[src/rtl/weight_fifo_drain.sv]
// Weight FIFO read-side controller: pops rows and skews column c by c cycles.
// Busy spans the drain; done marks the last skewed word.
module weight_fifo_drain #(
  parameter int DATA_WIDTH = 8,
  parameter int ARRAY_SIZE = 4,
  parameter int CNT_WIDTH  = 4
) (
  input  logic                             clk,
  input  logic                             reset,
  input  logic                             start,
  input  logic [CNT_WIDTH-1:0]             num_rows,
  input  logic [ARRAY_SIZE*DATA_WIDTH-1:0] fifo_data,
  output logic                             fifo_en,
  output logic [ARRAY_SIZE*DATA_WIDTH-1:0] weight_out,
  output logic [ARRAY_SIZE-1:0]            weight_valid,
  output logic                             busy,
  output logic                             done
);

  localparam int FW = $clog2(ARRAY_SIZE);
  localparam logic [FW-1:0] FL_LAST = FW'(ARRAY_SIZE - 1);
  localparam logic [CNT_WIDTH-1:0] CNT_ONE = CNT_WIDTH'(1);

  localparam logic [1:0] IDLE  = 2'd0;
  localparam logic [1:0] READ  = 2'd1;
  localparam logic [1:0] FLUSH = 2'd2;

  logic [1:0]           st_q, st_d;
  logic [CNT_WIDTH-1:0] cnt_q, cnt_d;
  logic [FW-1:0]        fl_q, fl_d;
  logic                 zd_q, zd_d;

  always_comb begin
    st_d  = st_q;
    cnt_d = cnt_q;
    fl_d  = fl_q;
    zd_d  = 1'b0;
    unique case (st_q)
      IDLE: begin
        if (start) begin
          if (num_rows != '0) begin
            st_d  = READ;
            cnt_d = num_rows;
          end else begin
            zd_d = 1'b1;
          end
        end
      end
      READ: begin
        cnt_d = cnt_q - CNT_ONE;
        if (cnt_q == CNT_ONE) begin
          st_d = FLUSH;
          fl_d = '0;
        end
      end
      FLUSH: begin
        fl_d = fl_q + 1'b1;
        if (fl_q == FL_LAST) begin
          st_d = IDLE;
          fl_d = '0;
        end
      end
      default: st_d = IDLE;
    endcase
  end

  always_ff @(posedge clk) begin
    if (reset) begin
      st_q  <= IDLE;
      cnt_q <= '0;
      fl_q  <= '0;
      zd_q  <= 1'b0;
    end else begin
      st_q  <= st_d;
      cnt_q <= cnt_d;
      fl_q  <= fl_d;
      zd_q  <= zd_d;
    end
  end

  assign fifo_en = (st_q == READ);
  assign busy    = (st_q != IDLE);
  assign done    = zd_q | ((st_q == FLUSH) && (fl_q == FL_LAST));

  // Column c owns a c+1 deep delay line; invalid slots carry zero.
  for (genvar c = 0; c < ARRAY_SIZE; c++) begin : g_col
    logic [DATA_WIDTH-1:0] d_q [c+1];
    logic [c:0]            v_q;

    always_ff @(posedge clk) begin
      if (reset) begin
        v_q <= '0;
        for (int k = 0; k <= c; k++) d_q[k] <= '0;
      end else begin
        v_q[0] <= fifo_en;
        d_q[0] <= fifo_en ? fifo_data[c*DATA_WIDTH +: DATA_WIDTH] : '0;
        for (int k = 1; k <= c; k++) begin
          v_q[k] <= v_q[k-1];
          d_q[k] <= v_q[k-1] ? d_q[k-1] : '0;
        end
      end
    end

    assign weight_out[c*DATA_WIDTH +: DATA_WIDTH] = d_q[c];
    assign weight_valid[c] = v_q[c];
  end

endmodule

[config.mk]
export PLATFORM = sky130hd
export DESIGN_NAME = weight_fifo_drain
export DESIGN_NICKNAME = d
export VERILOG_FILES = /design/src/rtl/weight_fifo_drain.sv
export SDC_FILE = /design/constraint.sdc
export NUM_CORES = 1
export LEC_CHECK = 0
export BUFFER_PORTS_ARGS = -buffer_cell sky130_fd_sc_hd__buf_2
export CAP_MARGIN = 5
export CORE_ASPECT_RATIO = 0.9
export CORE_MARGIN = 2
export CORE_UTILIZATION = 45
export DETAILED_ROUTE_END_ITERATION = 8
export HOLD_SLACK_MARGIN = 0.12
export PLACE_DENSITY_LB_ADDON = 0.15
export SLEW_MARGIN = 25
export SYNTH_ARGS = -nofsm -noshare
export SYNTH_HDL_FRONTEND = slang
export SYNTH_SLANG_ARGS = --single-unit
[constraint.sdc]
create_clock -name clk -period 1.3 [get_ports clk]
set_input_delay 0.195 -clock clk [delete_from_list [all_inputs] [get_ports clk]]
set_output_delay 0.195 -clock clk [all_outputs]
set_load 0.01 [all_outputs]
==> flow_summary.ini <==
[worst_setup_path]
max_stage_delay_ns = 0.34
cp_top_family = flip-flops
criticalPathCategory = flop to output pin
crit_path_cell_trace = ha_4 -> a31o_4 -> buf_6
cp-start-kind = flop
cp_num_buf_inv = 1
arrival_ns = 1.18
required_ns = 1.11
cp_slowest_cell = dfxtp_2
worstSetupEndpointType = output pin
crit_fanout = 2

[cts]
htreeDepth = 3
clock_path_buffers = 2
clock_tree.root_cell = clkbuf_8
clock_sinks = 93
insertion_delay_ns = 0.35
path_clk_slew_ns = 0.09
cts_inserted_buffers = 9
cts_tree = yes

[drt]
wl_per_cell_um = 11.4
drtIter0Drc = 50
via_per_inst = 4.21
drc = 0
ant_nets = 0
routed_wl_um = 5250
drt_first_pass_iters = 4
route.vias.total = 1933

[global_route]
grt_overflow = 0
grt_pass1_vias = 1840
grt_max_degree = 34
grt_first_pass_wirelength_um = 8280
antenna_found_initial = 0
track_usage_pct = 15.6

[synthesis]
synth.largest_area_cell = dfxtp_1
synth_warnings = 0
synth_area_um2 = 2920
synth_top_area_share_pct = 63.8
ys_types = 36
synth_edf_count = 0
syn_avg_cell_area_um2 = 11.4
synth_nets = 297
ys_seq_area_share_pct = 63.8
synthCells = 255
synth_seq_cells = 93
synth_area_leaders = dfxtp_1, and2_1, buf_4
synthArstFlopShare_pct = 0
synth_ff_type = dfxtp_1

[sta]
hold_violations = 0
fmax_mhz = 727
post-route-min-period_ns = 1.37
skew_ns = 0.00791
rsz0062_at_grt = yes
finalSetupTns_ns = -0.106
final_max_slew_viol_count = 0
finalCritPeriodShare_pct = 106
tightest_slew_ns = 0.440
layout_setup_ws_ns = -0.0746
slew_headroom_pct = 70.6
setup_violations = 3

[final_layout]
fillerInstances = 485
diodes = 0
finalNetCount = 409
area_delta_synth_final_pct = 39.2
stdcell_area_um2 = 4060
mostFrequentLayoutCell = dfxtp_1
postLayoutCoreUtil_pct = 65.7
mostFrequentLayoutCells = dfxtp_1, and2_1, buf_2
drive_gt1_share_pct = 36.3

[placement]
gp_congestion = 0.820
dpl_worst_slack_ns = -0.0703
placed_cell_area_um2 = 3310
dp_hpwl_um = 2990
port_buffers = 77

[floorplanning]
io_pins = 78
die_w_um = 88.9
rows = 27
die_h_um = 80.4
dieArea_um2 = 7150
initial_core_util_pct = 47.2
core_um2 = 6180

[status]
violations = negative setup slack
outcome = complete, but fails checks

[power_and_ir_drop]
ir_worst_vdd_mv = 0.833
powerDensity_nw_per_um2 = 1340
p_total_mw = 5.44
leakage_nw = 1.84

[job]
maxCapViolations = 0

[min_path]
hp-class = primary input to flop
-- through the flow --
stage                     hold slack (ns)  std cells
after floorplan                     0.317        255
after global placement              0.394        399
after detailed placement            0.396        399
after CTS                           0.176        455
after global routing                0.175        459
final                               0.193        459
-- registers in the layout, indices dropped and copies added (netlist names) --
| register | count |
|---|---|
| st_q | 2 |
| zd_q | 1 |
| g_col.d_q | 80 |
| g_col.v_q | 4 |
| cnt_q | 4 |
| fl_q | 2 |
-- logic make-up after synthesis --
logic type      Yosys count  share of synthesized area [%]
compound gates           19                           4.42
fa+ha+maj                 3                           1.29
buf+inv                  31                           6.52
flops                    93                           63.8
simple gates            109                           24.0
-- cell usage after synthesis, types with 2 or more instances --
cell type and instances:
ha_1 3, nor3_1 2, buf_4 17, clkbuf_2 2, clkbuf_1 3, a21oi_1 6
o21ai_0 2, nor2b_1 3, nand2b_1 5, and2_1 80, nor2_1 6, buf_2 4
inv_1 4, o21ai_1 4, dfxtp_1 93
-- power by group --
group	total, mW	internal, mW	leakage (nW)	switching (mW)
sequential	2.96	2.92	0.757	0.0396
clock	2.02	1.06	0.113	0.957
combinational	0.472	0.276	0.972	0.196
-- final cells by class --
type,instances,area (µm²),area share [%]
multi-input combinational,131,947,23.3
timing repair buffer,127,891,21.9
sequential,93,1870,46.2
inverter,5,21.3,0.524
clock buffer,12,165,4.07
tap,87,109,2.68
clock inverter,4,52.6,1.29
-- repair_timing --
action / 4_1_cts / 5_1_grt
resized for setup: 16 / 10
hold endpoints to repair: 32 / 1
buffers inserted: 8 / 3
pin swaps: 4 / 4
cloned: 0 / 0
endpoints found under the setup margin: 5 / 22
hold buffers: 32 / 1
-- final timing paths --
| check | endpoint | startpoint | slack (ns) | depth (start not counted) |
|---|---|---|---|---|
| min reg2reg | g_col[2].d_q[0][17] | g_col[2].d_q[0][9] | 0.42 | 1 |
| min | zd_q | start | 0.19 | 2 |
| max reg2reg | fl_q[0] | st_q[1] | -0.03 | 5 |
| max | done | fl_q[0] | -0.07 | 3 |
-- metal layers --
layer | up-vias | wire length, µm | track usage [%]
met5 | - | 0 | 0
met4 | 0 | 82 | 5.61
met3 | 9 | 451 | 7.91
met2 | 75 | 2520 | 26.0
met1 | 841 | 2190 | 17.0
li1 | 1008 | - | -
No activity file was read; power rests on OpenSTA's default activity.
